$ cat config.mk
export PLATFORM = sky130hd
export DESIGN_NAME = fetch_stage
export DESIGN_NICKNAME = d
export VERILOG_FILES = /design/src/rtl/fetch_stage_pkg.sv /design/src/rtl/fetch_skid_buffer.sv /design/src/rtl/fetch_stage.sv
export SDC_FILE = /design/constraint.sdc
export NUM_CORES = 1
export LEC_CHECK = 0
export CORE_MARGIN = 4
export CORE_UTILIZATION = 45
export DETAILED_ROUTE_END_ITERATION = 16
export PLACE_DENSITY = 0.67
export SLEW_MARGIN = 30
export SYNTH_ARGS = -nofsm -noshare
export SYNTH_HDL_FRONTEND = slang
export SYNTH_HIERARCHICAL = 1
export SYNTH_SLANG_ARGS = --single-unit
$ cat constraint.sdc
create_clock -name fs_clk -period 2.5 [get_ports fs_clk]
set_clock_uncertainty 0.05 [all_clocks]
set_input_delay 0.25 -clock fs_clk [delete_from_list [all_inputs] [get_ports fs_clk]]
set_output_delay 0.25 -clock fs_clk [all_outputs]
set_load 0.005 [all_outputs]
$ cat src/rtl/fetch_stage_pkg.sv
// Shared definitions for the fetch stage.
//   fetch_state_e : FSM state encoding (2 bits)
//   PC_INC        : byte distance between consecutive instructions
//   PC_ALIGN_MASK : clears the two low address bits; cast down to PC_WIDTH where used
package fetch_stage_pkg;

    typedef enum logic [1:0] {
        StStart   = 2'd0,
        StFetch   = 2'd1,
        StHold    = 2'd2,
        StDiscard = 2'd3
    } fetch_state_e;

    localparam int unsigned PC_INC = 4;

    // Wide enough for any PC_WIDTH up to 64.
    localparam logic [63:0] PC_ALIGN_MASK = 64'hFFFF_FFFF_FFFF_FFFC;

endpackage

$ cat src/rtl/fetch_skid_buffer.sv
// One-entry skid buffer holding an instruction fetched while decode was stalled.
// Ports:
//   clk, rst_n         : clock, asynchronous active-low reset
//   load               : capture in_instr/in_pc and mark valid
//   unload             : entry consumed, mark invalid
//   clear              : invalidate (wins over load and unload)
//   in_instr, in_pc    : data to capture
//   instr, pc, valid   : stored entry
module fetch_skid_buffer #(
    parameter int unsigned PC_WIDTH = 32,
    parameter int unsigned IWIDTH   = 32
) (
    input  logic                clk,
    input  logic                rst_n,
    input  logic                load,
    input  logic                unload,
    input  logic                clear,
    input  logic [IWIDTH-1:0]   in_instr,
    input  logic [PC_WIDTH-1:0] in_pc,
    output logic [IWIDTH-1:0]   instr,
    output logic [PC_WIDTH-1:0] pc,
    output logic                valid
);

    always_ff @(posedge clk or negedge rst_n) begin
        if (!rst_n) begin
            instr <= '0;
            pc    <= '0;
            valid <= 1'b0;
        end else if (clear) begin
            valid <= 1'b0;
        end else if (load) begin
            instr <= in_instr;
            pc    <= in_pc;
            valid <= 1'b1;
        end else if (unload) begin
            valid <= 1'b0;
        end
    end

endmodule

$ cat src/rtl/fetch_stage.sv
// First pipeline stage: owns the PC, fetches over a single-outstanding strobe/ack
// handshake, presents instr/pc/ce to decode, honours stall and redirects.
// Ports:
//   fs_clk, fs_rst              : clock, asynchronous active-low reset
//   fs_o_iaddr, fs_o_stb        : memory request (held until fs_i_ack)
//   fs_i_ack, fs_i_instr        : memory response, data valid with ack
//   fs_o_instr, fs_o_pc, fs_o_ce: registered output to decode
//   fs_i_stall                  : decode stalled, outputs hold
//   fs_i_change_pc, fs_i_target_pc : redirect request and (word-aligned) target
module fetch_stage
    import fetch_stage_pkg::*;
#(
    parameter int unsigned          PC_WIDTH = 32,
    parameter int unsigned          IWIDTH   = 32,
    parameter logic [PC_WIDTH-1:0]  RESET_PC = '0
) (
    input  logic                fs_clk,
    input  logic                fs_rst,
    output logic [PC_WIDTH-1:0] fs_o_iaddr,
    output logic                fs_o_stb,
    input  logic                fs_i_ack,
    input  logic [IWIDTH-1:0]   fs_i_instr,
    output logic [IWIDTH-1:0]   fs_o_instr,
    output logic [PC_WIDTH-1:0] fs_o_pc,
    output logic                fs_o_ce,
    input  logic                fs_i_stall,
    input  logic                fs_i_change_pc,
    input  logic [PC_WIDTH-1:0] fs_i_target_pc
);

    localparam logic [PC_WIDTH-1:0] ALIGN_MASK = PC_WIDTH'(PC_ALIGN_MASK);
    localparam logic [PC_WIDTH-1:0] PC_STEP    = PC_WIDTH'(PC_INC);

    fetch_state_e          state;
    logic [PC_WIDTH-1:0]   pc;
    logic [PC_WIDTH-1:0]   pc_seq;
    logic [PC_WIDTH-1:0]   target;
    logic                  skid_load;
    logic                  skid_unload;
    logic                  skid_clear;
    logic                  skid_valid;
    logic [IWIDTH-1:0]     skid_instr;
    logic [PC_WIDTH-1:0]   skid_pc;

    assign pc_seq = pc + PC_STEP;
    assign target = fs_i_target_pc & ALIGN_MASK;

    always_comb begin
        skid_load   = (state == StFetch) && fs_i_ack && fs_i_stall && !fs_i_change_pc;
        skid_unload = (state == StHold) && !fs_i_stall && !fs_i_change_pc;
        skid_clear  = fs_i_change_pc;
    end

    fetch_skid_buffer #(
        .PC_WIDTH (PC_WIDTH),
        .IWIDTH   (IWIDTH)
    ) u_skid (
        .clk      (fs_clk),
        .rst_n    (fs_rst),
        .load     (skid_load),
        .unload   (skid_unload),
        .clear    (skid_clear),
        .in_instr (fs_i_instr),
        .in_pc    (pc),
        .instr    (skid_instr),
        .pc       (skid_pc),
        .valid    (skid_valid)
    );

    always_ff @(posedge fs_clk or negedge fs_rst) begin
        if (!fs_rst) begin
            state      <= StStart;
            pc         <= RESET_PC;
            fs_o_stb   <= 1'b0;
            fs_o_iaddr <= RESET_PC;
            fs_o_instr <= '0;
            fs_o_pc    <= '0;
            fs_o_ce    <= 1'b0;
        end else if (fs_i_change_pc) begin
            pc      <= target;
            fs_o_ce <= 1'b0;
            if ((state == StFetch || state == StDiscard) && !fs_i_ack) begin
                // A request is still in flight: keep stb/iaddr stable and drop its data.
                state <= StDiscard;
            end else begin
                state      <= StFetch;
                fs_o_stb   <= 1'b1;
                fs_o_iaddr <= target;
            end
        end else begin
            unique case (state)
                StStart: begin
                    state      <= StFetch;
                    fs_o_stb   <= 1'b1;
                    fs_o_iaddr <= pc;
                end
                StFetch: begin
                    if (fs_i_ack) begin
                        pc <= pc_seq;
                        if (fs_i_stall) begin
                            // Data parked in the skid buffer; no new request until drained.
                            state    <= StHold;
                            fs_o_stb <= 1'b0;
                        end else begin
                            fs_o_instr <= fs_i_instr;
                            fs_o_pc    <= pc;
                            fs_o_ce    <= 1'b1;
                            fs_o_iaddr <= pc_seq;
                        end
                    end else if (!fs_i_stall) begin
                        fs_o_ce <= 1'b0;
                    end
                end
                StHold: begin
                    if (!fs_i_stall) begin
                        state      <= StFetch;
                        fs_o_stb   <= 1'b1;
                        fs_o_iaddr <= pc;
                        fs_o_ce    <= skid_valid;
                        if (skid_valid) begin
                            fs_o_instr <= skid_instr;
                            fs_o_pc    <= skid_pc;
                        end
                    end
                end
                StDiscard: begin
                    if (fs_i_ack) begin
                        state      <= StFetch;
                        fs_o_iaddr <= pc;
                    end
                end
            endcase
        end
    end

endmodule

==> flow_summary.json, run 1 <==
{
  "run_status": "complete, no violations",
  "ys_warn_count": 6,
  "grt.overflow.total": 0,
  "cts-root-buf": "clkbuf_16",
  "final.fill_count": 1826,
  "hold-worst-slack_ns": 0.2076,
  "pwr-share-clk_pct": 21.3,
  "worst_skew_pair.late_latency_ns": 0.43,
  "vias": 7232,
  "place.port_buffers": 164,
  "yosysUniqueCellTypes": 65,
  "diodes": 0,
  "crit_slowest_cell": "dfrtp_1",
  "finalSetupTns_ns": 0,
  "area_delta_synth_final_pct": 27.16,
  "die_w_um": 155.4,
  "boundaryPins": 167,
  "first_iter_violations": 409,
  "async_flop_share_pct": 100.0,
  "r2r_cells": 9,
  "max_cap_violations": 0,
  "setup_viol": 0,
  "synth_area_per_cell_um2": 10.99,
  "dp.final_hpwl_um": 16620,
  "crit_buf_inv": 3,
  "crit_chain": "inv_1 -> ha_1 -> buf_12 -> nand2_1 -> nor3_1 -> buf_4 -> nand3_1 -> xnor2_1 -> mux2_2",
  "max_freq_mhz": 437.4,
  "die_h_um": 155.4,
  "grt_max_degree": 75,
  "firstDrtPassIters": 5,
  "cp.depth": 9,
  "rsz0062_at_grt": "false",
  "seq_area_um2": 4855,
  "worst_pin_slew_ns": 0.8146,
  "crit_path_end_kind": "register",
  "cp_top_family": "buffers and inverters",
  "cp_slowest_stage_delay_ns": 0.46,
  "hold_class": "primary input to async pin",
  "rows": 53,
  "drc_errors": 0,
  "cts_tree": "yes",
  "drive_gt1_share_pct": 15.72,
  "fin_nets": 1117,
  "startpoint_type": "register",
  "seqPwrFrac_pct": 39.5,
  "viasPerCell": 5.434,
  "synth-seq-area-share_pct": 49.64,
  "clkTransAtPathRegs_ns": 0.08,
  "grt_pass1_wl_um": 38960,
  "slew_headroom_pct": 45.69,
  "cp.required_ns": 2.77,
  "period_share_pct": 91.45,
  "cts_max_level": 4,
  "cts.sinks": 194,
  "hold_viol_final": 0,
  "detail-route-antenna-nets": 0,
  "syn_inst": 890,
  "start_util_pct": 46.09,
  "critPathArrivalTime_ns": 2.56,
  "p_comb_share_pct": 39.3,
  "mostFrequentLayoutCell": "dfrtp_1",
  "grt_use_total_pct": 20.04,
  "antenna_found_initial": 0,
  "layout_common_cells": "194 x dfrtp_1, 162 x clkdlybuf4s50_1, 103 x nor2_1",
  "power_density_nw_per_um2": 1098,
  "grt_pass1_vias": 7164,
  "synth-edff-count": 0,
  "fin_crit_ns": 2.286,
  "die_area_um2": 24160,
  "ir_drop_uv": 522.6,
  "routabilityCongestion": 0.8440,
  "numCtsBuffers": 17,
  "coreArea_um2": 21220,
  "netlist_area_um2": 9781,
  "multi_input_area_um2": 4474,
  "p_leak_nw": 4.960,
  "drv_slew": 0,
  "wl_per_cell_um": 18.00,
  "p_int_mw": 9.239,
  "clockBufferDepth": 2,
  "wl_um": 23960,
  "power_switching_mw": 4.417,
  "crit_type": "register to register",
  "netSwitchingFraction_pct": 32.34,
  "crit_path_max_fanout": 35,
  "ys_seq_elements": 194,
  "ys.flop_type": "dfrtp_1"
}
-- final timing paths --
check                               start             end  slack [ns]
hold / removal                     fs_rst      fs_o_pc[2]        0.21
setup reg to reg                 state[1]          pc[27]        0.21
hold reg to reg             fs_o_iaddr[4]   fs_o_iaddr[4]        0.44
min in group fs_clk        fs_i_change_pc  fs_o_iaddr[27]        0.29
max in group asynchronous          fs_rst          pc[25]        1.50
setup / recovery                 state[1]          pc[27]        0.21
-- Yosys cell counts (4+ instances only) --
| library cell | n | share of area [%] |
|---|---|---|
| a211oi_1 | 4 | 0.31 |
| a21oi_1 | 79 | 4.0 |
| a221oi_1 | 11 | 0.99 |
| a31oi_1 | 5 | 0.32 |
| and2_1 | 5 | 0.32 |
| and3_1 | 6 | 0.38 |
| and4_1 | 7 | 0.63 |
| buf_1 | 9 | 0.35 |
| buf_12 | 7 | 1.4 |
| buf_2 | 18 | 0.92 |
| buf_4 | 5 | 0.38 |
| clkbuf_1 | 32 | 1.2 |
| dfrtp_1 | 194 | 50 |
| ha_1 | 5 | 0.64 |
| inv_1 | 12 | 0.46 |
| mux2_2 | 12 | 1.4 |
| mux2_4 | 60 | 9.2 |
| mux2i_1 | 64 | 6.5 |
| nand2_1 | 54 | 2.1 |
| nand3_1 | 16 | 0.82 |
| nand4_1 | 24 | 1.5 |
| nor2_1 | 103 | 4.0 |
| nor3_1 | 11 | 0.56 |
| nor4_1 | 8 | 0.51 |
| o21ai_0 | 31 | 1.6 |
| o22ai_1 | 8 | 0.51 |
| o31ai_1 | 6 | 0.46 |
| xnor2_1 | 19 | 1.7 |
| xor2_1 | 29 | 2.6 |
-- cells by family after synthesis --
group | share of synthesized area, %
flops | 49.64
buf+inv | 4.861
mux | 17.14
xor+xnor | 4.298
simple gates | 13.09
fa+ha+maj | 0.6396
other cells | 0.03834
compound gates | 10.30
-- layout make-up --
type,count,share of cell area [%]
clock inverters,15,1.620
repair buffers,205,16.79
flip-flops and latches,194,39.03
inverters,13,0.3924
clock buffers,17,3.421
well taps,275,2.767
multi-input cells,612,35.98
-- flip-flops by register name, indices dropped and copies added, names as in the netlist --
signal	flops
fs_o_stb	1
u_skid/valid	1
state	2
fs_o_iaddr	31
u_skid/instr	32
pc	30
u_skid/pc	32
fs_o_instr	32
fs_o_ce	1
fs_o_pc	32
-- power groups by stage --
stage / sequential (mW) / combinational (mW) / clock [mW]
CTS: 5.40 / 5.43 / 2.96
global placement: 5.39 / 5.31 / 0
floorplan: 5.26 / 2.89 / 0
global route: 5.58 / 5.86 / 3.12
detailed placement: 5.42 / 5.41 / 0
finish: 5.39 / 5.36 / 2.91
-- metrics by stage --
step	cells	setup WS [ns]	util (%)	power [mW]	area, um^2
5_1_grt	1331	0.02128	58.61	14.56	12440
6_report	1331	0.2138	58.61	13.66	12440
3_5_place_dp	1298	0.1697	55.58	10.83	11800
3_3_place_gp	1298	0.1659	55.58	10.70	11800
2_1_floorplan	891	0.2118	-	8.156	9784
4_1_cts	1331	0.1736	58.58	13.79	12430
-- what timing repair did --
action / in CTS / in global routing
gates resized for setup: 0 / 1
endpoints found under the hold margin: 29 / 0
setup buffers: 0 / 0
hold buffers: 1 / 0
endpoints found under the setup margin: 0 / 1
-- metal layers --
layer / routed length, um / share of wire, % / global-route usage, % / up-vias
met5: 0 / 0 / 0 / -
met4: 429 / 1.8 / 5.961 / 0
met3: 1154 / 4.8 / 3.088 / 33
met2: 11030 / 46 / 30.54 / 197
met1: 11340 / 47 / 29.69 / 3533
li1: - / - / - / 3469
Power figures use the tool's default switching activity.
==> run 2, diff against run 1 <==
Settings changed: CORE_UTILIZATION 45 to 40, PLACE_DENSITY 0.67 to 0.6.
==> run 2 against run 1 <==
Combinational power grew 1%; cell count up 3.5%; via count is 0.19% lower; non-clock buffer count up 2; flip-flop and latch count unchanged; sequential power is essentially flat; register-to-register slack gained 0.07 ns; first-iteration DRC count up 29%; global-route usage down 1.4 points; count of clock-buffer cells in the layout unchanged; highest routed layer is now met5.
==> flow_summary.json, run 2 (synthesis results as in run 1) <==
{
  "run_status": "complete, no violations",
  "grt_pass1_wl_um": 39840,
  "power_mw": 13.56,
  "multi_input_area_um2": 4469,
  "worst_slack_ns": 0.2831,
  "critPathArrivalTime_ns": 2.49,
  "detail-route-antenna-nets": 0,
  "area_delta_synth_final_pct": 27.94,
  "startpoint_type": "register",
  "antenna_found_initial": 1,
  "crit_start": "state[1]",
  "p_leak_nw": 4.970,
  "seq_area_um2": 4855,
  "hold_viol_final": 0,
  "r2r_cells": 9,
  "fin_util_pct": 52.68,
  "hold_class": "primary input to register",
  "r2r_slack_ns": 0.28,
  "grt_pass1_vias": 7241,
  "cts-root-buf": "clkbuf_16",
  "power_density_nw_per_um2": 1084,
  "layout_common_cells": "194 x dfrtp_1, 162 x clkdlybuf4s50_1, 103 x nor2_1",
  "wl_per_cell_um": 18.13,
  "die_area_um2": 27020,
  "rows": 56,
  "min_path_cells": 4,
  "boundaryPins": 167,
  "cts_tree": "yes",
  "die_w_um": 164.4,
  "worst_skew_pair.late_latency_ns": 0.44,
  "grt.overflow.total": 0,
  "final.fill_count": 2138,
  "hold_start": "fs_i_change_pc",
  "grt_max_degree": 71,
  "mostFrequentLayoutCell": "dfrtp_1",
  "worst_pin_slew_ns": 0.7249,
  "finalSetupTns_ns": 0,
  "grt_use_total_pct": 18.63,
  "dp_slack_ns": 0.1758,
  "period_share_pct": 88.68,
  "coreArea_um2": 23750,
  "rsz0062_at_grt": "false",
  "fin_crit_ns": 2.217,
  "cp.required_ns": 2.77,
  "max_freq_mhz": 451.1,
  "ir_drop_uv": 554.3,
  "place.port_buffers": 164,
  "max_cap_violations": 0,
  "setup_viol": 0,
  "diodes": 0,
  "cts.sinks": 194,
  "firstDrtPassIters": 5,
  "crit_path_end_kind": "register",
  "slew_headroom_pct": 51.49,
  "fin_nets": 1119,
  "crit_path_max_fanout": 35,
  "wl_um": 24970,
  "viasPerCell": 5.242,
  "start_util_pct": 41.18,
  "min_to": "fs_o_iaddr[23]",
  "routabilityCongestion": 0.8076,
  "die_h_um": 164.4,
  "clkTransAtPathRegs_ns": 0.08,
  "crit_type": "register to register",
  "cts_max_level": 4,
  "drive_gt1_share_pct": 15.78,
  "worstReg2RegStart": "state[1]",
  "r2r-end": "pc[27]",
  "numCtsBuffers": 17,
  "cts-resized-gates": 0,
  "clockBufferDepth": 2,
  "first_iter_violations": 529,
  "drv_slew": 0,
  "dp.final_hpwl_um": 16880,
  "drc_errors": 0,
  "vias": 7218
}
## run 2: changes by cell type in the layout (fill, tap and decap cells not counted), sizes merged
cell / previous run / this run
inv: 17 / 21
clkinvlp: 2 / 1
bufinv: 3 / 0
buf: 41 / 43
## run 2: worst max-delay path by stage
stage                      endpoint  slack (ns)  depth (start not counted)
floorplan           u_skid/instr[0]        0.21                         10
global placement      fs_o_iaddr[8]        0.18                          8
detailed placement    fs_o_iaddr[8]        0.18                          8
CTS                          pc[30]        0.29                          9
global route                 pc[30]        0.16                          9
finish                       pc[27]        0.28                          9
## run 2: per-layer routing
layer	vias to the layer above	wire length, um	GRT usage [%]
met3	25	1171	3.893
li1	3467	-	-
met4	2	321	4.348
met2	198	11340	28.69
met1	3526	12130	27.17
met5	-	8	0
## run 2: critical path, stage by stage, from the launching register on
cell	delay, ns
dfrtp_1	0.38
inv_1	0.10
ha_1	0.23
buf_12	0.21
nand2_1	0.18
nor3_1	0.17
buf_4	0.24
nand3_1	0.12
xnor2_1	0.15
mux2_2	0.26
## run 2: layout make-up
cell class	instances	area share, %
Sequential cell	194	38.80
Multi-Input combinational cell	612	35.72
Timing Repair Buffer	207	17.21
Clock buffer	17	3.400
Tap cell	319	3.190
Clock inverter	15	1.300
Inverter	13	0.3900
## run 2: stage by stage
stage	instance area [um^2]	hold WS (ns)	cells
after floorplan	9784	-0.09559	891
after global placement	11920	0.2488	1344
after detailed placement	11920	0.2545	1344
after CTS	12510	0.2326	1377
after global routing	12510	0.2680	1377
final	12510	0.2397	1377
## run 2: what timing repair did
action,CTS,global route
buffers inserted,0,0
setup endpoints to repair,0,0
hold buffers,1,0
endpoints found under the hold margin,59,0
## run 2: where the power goes
group,leakage [nW],switching [mW],internal (mW)
logic,2.42,2.28,3.17
registers,2.27,0.868,4.49
clock network,0.285,1.41,1.35
total,4.97,4.55,9.01
==> run 3, diff against run 2 <==
Settings changed: CELL_PAD_IN_SITES_DETAIL_PLACEMENT from default to 0, CELL_PAD_IN_SITES_GLOBAL_PLACEMENT from default to 1, HOLD_SLACK_MARGIN from default to 0.15, PLACE_DENSITY 0.6 to 0.74.
Clock period 2.5 ns to 2.2 ns, I/O delays scaled along.
==> run 3 against run 2 <==
Register-to-register slack got worse by 0.15 ns; wire length is 1.0% higher; utilization increased by 1.1 points; die area unchanged; maximum frequency rose by 7.3%; worst hold slack gained 0.0046 ns; non-clock buffer count increased by 34; cell area is 2.1% higher; largest power group unchanged; global-route usage up 0.25 points.
==> flow_summary.json, run 3 (synthesis results as in run 1) <==
{
  "run_status": "complete, no violations",
  "max_freq_mhz": 484.0,
  "period_share_pct": 93.92,
  "cp.required_ns": 2.47,
  "drv_slew": 0,
  "routabilityCongestion": 0.8071,
  "setup_viol": 0,
  "cts.sinks": 194,
  "max_cap_violations": 0,
  "crit_path_max_fanout": 25,
  "startpoint_type": "register",
  "multi_input_area_um2": 4499,
  "fin_crit_ns": 2.066,
  "drive_gt1_share_pct": 18.96,
  "vias": 7313,
  "detail-route-antenna-nets": 0,
  "crit_chain": "inv_1 -> ha_2 -> nand2_1 -> nor3_2 -> nor2b_4 -> buf_12 -> mux2_2",
  "firstDrtPassIters": 4,
  "cp.depth": 7,
  "cp_slowest_stage_delay_ns": 0.37,
  "crit_buf_inv": 2,
  "crit_path_end_kind": "register",
  "worstReg2RegStart": "state[1]",
  "first_iter_violations": 550,
  "numCtsBuffers": 17,
  "final.fill_count": 2099,
  "seq_area_um2": 4855,
  "r2r_slack_ns": 0.13,
  "crit_start": "state[1]",
  "crit_path_end": "u_skid/instr[31]",
  "place_inst": 1378,
  "start_util_pct": 41.18,
  "clkTransAtPathRegs_ns": 0.07,
  "worst_pin_slew_ns": 0.7419,
  "grt.overflow.total": 0,
  "slew_headroom_pct": 50.36,
  "grt_max_degree": 66,
  "worst_skew_pair.late_latency_ns": 0.43,
  "layout_common_cells": "194 x dfrtp_1, 162 x clkdlybuf4s50_1, 103 x nor2_1",
  "worst_slack_ns": 0.1337,
  "mostFrequentLayoutCell": "dfrtp_1",
  "dp_slack_ns": -0.07174,
  "die_h_um": 164.4,
  "cts_setup_buffers": 0,
  "viasPerCell": 5.183,
  "place.port_buffers": 164,
  "grt_pass1_wl_um": 40130,
  "grt_use_total_pct": 18.88,
  "final_cells": 1411,
  "crit_slowest_cell": "dfrtp_1",
  "antenna_found_initial": 0,
  "die_w_um": 164.4,
  "power_density_nw_per_um2": 1233,
  "hold-worst-slack_ns": 0.2443,
  "fin_util_pct": 53.81,
  "ir_drop_uv": 606.8,
  "power_mw": 15.76,
  "fin_nets": 1153,
  "cts_max_level": 4,
  "coreArea_um2": 23750,
  "r2r_cells": 7,
  "clockBufferDepth": 2,
  "r2r-end": "u_skid/instr[31]",
  "rows": 56,
  "p_leak_nw": 5.139,
  "cts_tree": "yes",
  "hold_class": "primary input to register",
  "cp_top_family": "simple AND/OR/NAND/NOR gates",
  "area_delta_synth_final_pct": 30.68,
  "dp.final_hpwl_um": 17540,
  "boundaryPins": 167,
  "cts-root-buf": "clkbuf_16",
  "wl_per_cell_um": 17.88,
  "crit_type": "register to register",
  "critPathArrivalTime_ns": 2.33,
  "die_area_um2": 27020,
  "drc_errors": 0,
  "diodes": 0,
  "hold_viol_final": 0,
  "wl_um": 25220,
  "grt_pass1_vias": 7303
}
## run 3: stage by stage
| step | TNS, ns | cell area, um^2 |
|---|---|---|
| after global routing | -0.08630 | 12780 |
| after floorplan | 0 | 9786 |
| after detailed placement | -1.335 | 12110 |
| after global placement | -2.019 | 12110 |
| final | 0 | 12780 |
| after CTS | 0 | 12750 |
## run 3: where the power goes
| part | switching [mW] | total, mW | leakage [nW] | internal (mW) |
|---|---|---|---|---|
| Sequential | 0.950 | 6.06 | 2.27 | 5.11 |
| Clock | 1.48 | 3.35 | 0.310 | 1.87 |
| Combinational | 2.64 | 6.36 | 2.56 | 3.72 |
## run 3: layout make-up
cell class	instances	area share [%]
clock buffer	19	3.465
clock inverter	13	1.488
inverter	13	0.3818
multi-input combinational	612	35.20
sequential	194	37.98
tap	319	3.123
timing repair buffer	241	18.36
## run 3: worst min-delay path by stage
stage / from / endpoint / slack, ns / cells after the start
after global placement: fs_rst / fs_o_instr[23] / 0.18 / 1
after global routing: fs_i_change_pc / u_skid/valid / 0.24 / 3
after detailed placement: fs_rst / fs_o_instr[23] / 0.18 / 1
after CTS: fs_i_change_pc / u_skid/valid / 0.21 / 3
after floorplan: fs_rst / fs_o_ce / -0.13 / 0
final: fs_i_change_pc / u_skid/valid / 0.24 / 3
## run 3: worst register-to-register path: cells and delay by family, from the launching register on
family | cells | cell delay [ns]
AND/OR/NAND/NOR | 3 | 0.59
multiplexers | 1 | 0.37
buffers and inverters | 2 | 0.35
flip-flops | 1 | 0.37
adder cells (fa/ha/maj) | 1 | 0.24
## run 3: routing by layer
layer,up-vias,global-route usage (%),routed length [um]
met5,-,0,0
met4,0,4.953,329
met3,23,3.843,1481
met2,197,28.57,11260
met1,3566,27.79,12150
li1,3527,-,-
## run 3: what timing repair did
action / in CTS / in global routing
hold endpoints to repair: 111 / 0
resized for setup: 1 / 6
pin swaps: 0 / 0
endpoints found under the setup margin: 7 / 77
hold buffers: 1 / 0
